**config.mk**
```make
export PLATFORM = sky130hd
export DESIGN_NAME = tow_opponent_center
export DESIGN_NICKNAME = d
export VERILOG_FILES = /design/src/rtl/tow_opponent_center.sv
export SDC_FILE = /design/constraint.sdc
export NUM_CORES = 1
export LEC_CHECK = 0
export CAP_MARGIN = 10
export CELL_PAD_IN_SITES_DETAIL_PLACEMENT = 1
export CELL_PAD_IN_SITES_GLOBAL_PLACEMENT = 1
export CORE_MARGIN = 2
export CORE_UTILIZATION = 26
export CTS_CLUSTER_DIAMETER = 40
export DETAILED_ROUTE_END_ITERATION = 10
export PLACE_DENSITY = 0.76
export SETUP_SLACK_MARGIN = 0.3
export SYNTH_ARGS = -nofsm -noshare
export SYNTH_HDL_FRONTEND = slang
export SYNTH_SLANG_ARGS = --single-unit
```
**constraint.sdc**
```tcl
create_clock -name clk -period 1.4 [get_ports clk]
set_input_delay 0.21 -clock clk [delete_from_list [all_inputs] [get_ports clk]]
set_output_delay 0.21 -clock clk [all_outputs]
set_load 0.01 [all_outputs]
```
**src/rtl/tow_opponent_center.sv**
```systemverilog
// Computer opponent and center light for the tug-of-war game: a free-running
// LFSR, a difficulty comparator with a one-cycle press pulse, and the center cell.
module tow_opponent_center #(
    parameter int LFSR_W = 10,
    parameter int DIFF_W = 9
) (
    input  logic              clk,
    input  logic              reset,
    input  logic [DIFF_W-1:0] difficulty,
    input  logic              round_reset,
    input  logic              human_move,
    input  logic              nl,
    input  logic              nr,
    output logic [LFSR_W-1:0] random,
    output logic              comp_move,
    output logic              comp_pulse,
    output logic              center_on
);

    // x^10 + x^7 + 1: taps at the top bit and three below it.
    localparam int TAP_HI = LFSR_W - 1;
    localparam int TAP_LO = LFSR_W - 4;

    logic [LFSR_W-1:0] r_random;
    logic              r_prev_move;
    logic              r_comp_pulse;
    logic              r_center_on;

    logic              w_lfsr_fb;
    logic [LFSR_W-1:0] w_lfsr_next;
    logic [LFSR_W-1:0] w_diff_ext;
    logic              w_comp_move;
    logic              w_pulse_next;
    logic              w_center_next;

    // XNOR feedback makes all-zeros a legal start and all-ones the lock-up state.
    assign w_lfsr_fb   = ~(r_random[TAP_HI] ^ r_random[TAP_LO]);
    assign w_lfsr_next = {r_random[LFSR_W-2:0], w_lfsr_fb};

    assign w_diff_ext  = {{(LFSR_W - DIFF_W){1'b0}}, difficulty};
    assign w_comp_move = (w_diff_ext > r_random);

    assign w_pulse_next = w_comp_move & ~r_prev_move;

    always_comb begin
        // NOTE: default first so every path assigns the signal and no latch is inferred.
        w_center_next = r_center_on;
        if (round_reset) begin
            w_center_next = 1'b1;
        end else begin
            w_center_next = (nl & human_move & ~r_comp_pulse)
                          | (nr & r_comp_pulse & ~human_move)
                          | (r_center_on & ~(human_move ^ r_comp_pulse));
        end
    end

    // The LFSR and the pulse detector ignore round_reset; only the light relights.
    always_ff @(posedge clk or negedge reset) begin
        if (!reset) begin
            r_random     <= '0;
            r_prev_move  <= 1'b0;
            r_comp_pulse <= 1'b0;
            r_center_on  <= 1'b1;
        end else begin
            // NOTE: non-blocking so every flop samples pre-edge values of the others.
            r_random     <= w_lfsr_next;
            r_prev_move  <= w_comp_move;
            r_comp_pulse <= w_pulse_next;
            r_center_on  <= w_center_next;
        end
    end

    assign random     = r_random;
    assign comp_move  = w_comp_move;
    assign comp_pulse = r_comp_pulse;
    assign center_on  = r_center_on;

endmodule

```
==> reports/metrics.cfg <==
[floorplan]
start_util_pct=27.5
die-area_um2=2770
ioPinCount=28
rows=17
die_width_um=52.6
die_h_um=52.6
core-area_um2=2230

[power]
p_per_area_nw_per_um2=572
p_leak_uw=0.000626
p_total_uw=757
ir_worst_vdd_uv=437

[clocking]
clock_latency_ns=0.27
cts.clk_slew.worst_paths_ns=0.08
cts_tree=yes
cts_buffers=3
clockRootBuffer=clkbuf_4
cts_buffer_depth=2
cts_sinks=13
htreeDepth=1

[placed_design]
gp_congestion=0.662
io_buffers=27
dpl.hpwl_um=1330

[detailed_routing]
vias=621
drtIter0Drc=3
vias_per_cell=4.34
ant_nets=0
drtPass1Iterations=4
routed_wl_um=2130
wl_per_cell_um=14.9
drc_errors=0

[grt]
gr-total-overflow=0
grt_start_max_net_pins=8
grt_pass1_wl_um=3040
first_global_vias=683
track_usage_pct=15.4
antenna_found_initial=0

[synth]
yosysWarnings=0
syn-num-nets=77
synth_area_per_cell_um2=11.6
synth_cells=53
ys_types=17
synth_area_um2=614
yosysSeqAreaShare_pct=53.2
synth-seq-cells=13

[setup_path]
r2r_slack_ns=-0.37
critPathCaptureType=output pin
cp_max_fo=2
r2r-start=random[7]$_DFF_PN0_
worstPathArrival_ns=1.83
crit_start=random[7]$_DFF_PN0_
start_kind=flop
crit_type=flop to output pin
crit_required_ns=1.19

[run_status]
violations=setup timing
status=complete, but fails checks

[layout]
area_growth_pct=115
drive_above_1_share_pct=56.5
final_net_count=140
n_antenna_cell=0
final_util_pct=59.3

[sta]
fin_crit_sh_pct=145
skew_ns=0.00715
hold_violations=0
max_freq_mhz=491
finalWorstSetupSlack_ns=-0.637
finalSetupViolCount=3
worst_slew_pin_slew_ns=0.311
drv_slew=0
maxSlewHeadroom_pct=79.2
fin_crit_ns=2.04
rsz0062_at_grt=true

[worst_hold_path]
hold_class=input port to async pin

[job]
max-cap-violations=0

==> critical path: stages (launching register included) <==
cell and delay [ns]:
dfrtp_1 0.37, inv_2 0.05, ha_4 0.26, and4b_2 0.25
nand2_2 0.08, a31o_1 0.22, a21oi_2 0.18, buf_2 0.15
==> worst paths after layout <==
check / to / cells past startpoint
min in group clk: comp_pulse$_DFF_PN0_ / 1
max reg2reg: comp_pulse$_DFF_PN0_ / 8
min reg2reg: comp_pulse$_DFF_PN0_ / 1
max in group asynchronous: random[3]$_DFF_PN0_ / 2
max: comp_move / 7
min: random[4]$_DFF_PN0_ / 1
==> cell usage in the layout (no fill, tap or decap), drive strengths merged, types with 2 or more instances in the layout <==
master         netlist  routed
clkbuf               0       4
a21oi                6       6
clkdlybuf4s50        0      14
inv                  9       9
ha                   9       9
nand2                2       2
a211oi               2       2
nor2b                2       2
dfrtp               12      12
nand3                3       3
buf                  0      44
==> registers in the layout (all words and copies together), names as in the netlist <==
register / flops
r_prev_move: 1
comp_pulse: 1
center_on: 1
random: 10
==> synthesized netlist by cell type <==
library cell | instances | area, µm²
a21oi_1 | 6 | 30.0
nand3_1 | 3 | 15.0
a211oi_1 | 1 | 7.51
nor3_1 | 1 | 5.00
xnor2_1 | 1 | 8.76
a211oi_2 | 1 | 12.5
mux2i_1 | 1 | 10.0
nand2_1 | 2 | 7.51
and4b_1 | 1 | 10.0
o21bai_1 | 1 | 7.51
dfstp_2 | 1 | 26.3
dfrtp_1 | 12 | 300
ha_1 | 9 | 113
nor2b_1 | 2 | 12.5
a31o_1 | 1 | 8.76
or2_2 | 1 | 6.26
inv_1 | 9 | 33.8
==> timing repair <==
item / 4_1_cts / 5_1_grt
hold buffers: 0 / 0
pin swaps: 4 / 7
setup buffers: 8 / 6
gates resized for setup: 79 / 13
cloned: 0 / 0
endpoints found under the setup margin: 16 / 16
==> kinds of logic (layout without fill, tap and decap cells) <==
| group | after synthesis | in the layout | share of synthesized area [%] |
|---|---|---|---|
| AO/OA/AOI/OAI | 10 | 10 | 10.8 |
| AND/OR/NAND/NOR | 10 | 10 | 9.16 |
| adder cells (fa/ha/maj) | 9 | 9 | 18.3 |
| multiplexers | 1 | 1 | 1.63 |
| XOR/XNOR | 1 | 1 | 1.43 |
| flip-flops | 13 | 13 | 53.2 |
| buffers and inverters | 9 | 71 | 5.50 |
==> per-layer routing <==
layer / global-route usage, % / share of wire [%] / wire [µm]
met1: 17.8 / 39 / 827
met2: 28.1 / 56 / 1180
met3: 2.86 / 4.8 / 102
met4: 5.13 / 0.70 / 15
met5: 0 / 0 / 0
==> cell type report <==
| cell class | count | area [µm²] |
|---|---|---|
| clock buffers | 4 | 26.3 |
| fillers | 254 | 910 |
| inverters | 9 | 33.8 |
| multi-input cells | 31 | 335 |
| flip-flops and latches | 13 | 327 |
| well taps | 28 | 35.0 |
| repair buffers | 58 | 567 |
==> stage by stage <==
stage               setup WS, ns  cell area [µm²]  cells  hold WS, ns  TNS, ns
global route              -0.700             1320    143        0.208    -1.25
detailed placement        -0.961             1060    125        0.422    -1.78
floorplan                 -0.194              631     53      -0.0856   -0.375
global placement          -0.955             1060    125        0.402    -1.71
finish                    -0.637             1320    143        0.192    -1.10
CTS                       -0.592             1230    137        0.198   -0.979
==> report_power, final <==
group          internal, µW  switching [µW]  leakage (µW)  total, µW
clock network           110             121     0.0000150        231
registers               382            3.93      0.000160        386
logic                  84.8            55.2      0.000451        140
Power figures use the tool's default switching activity.
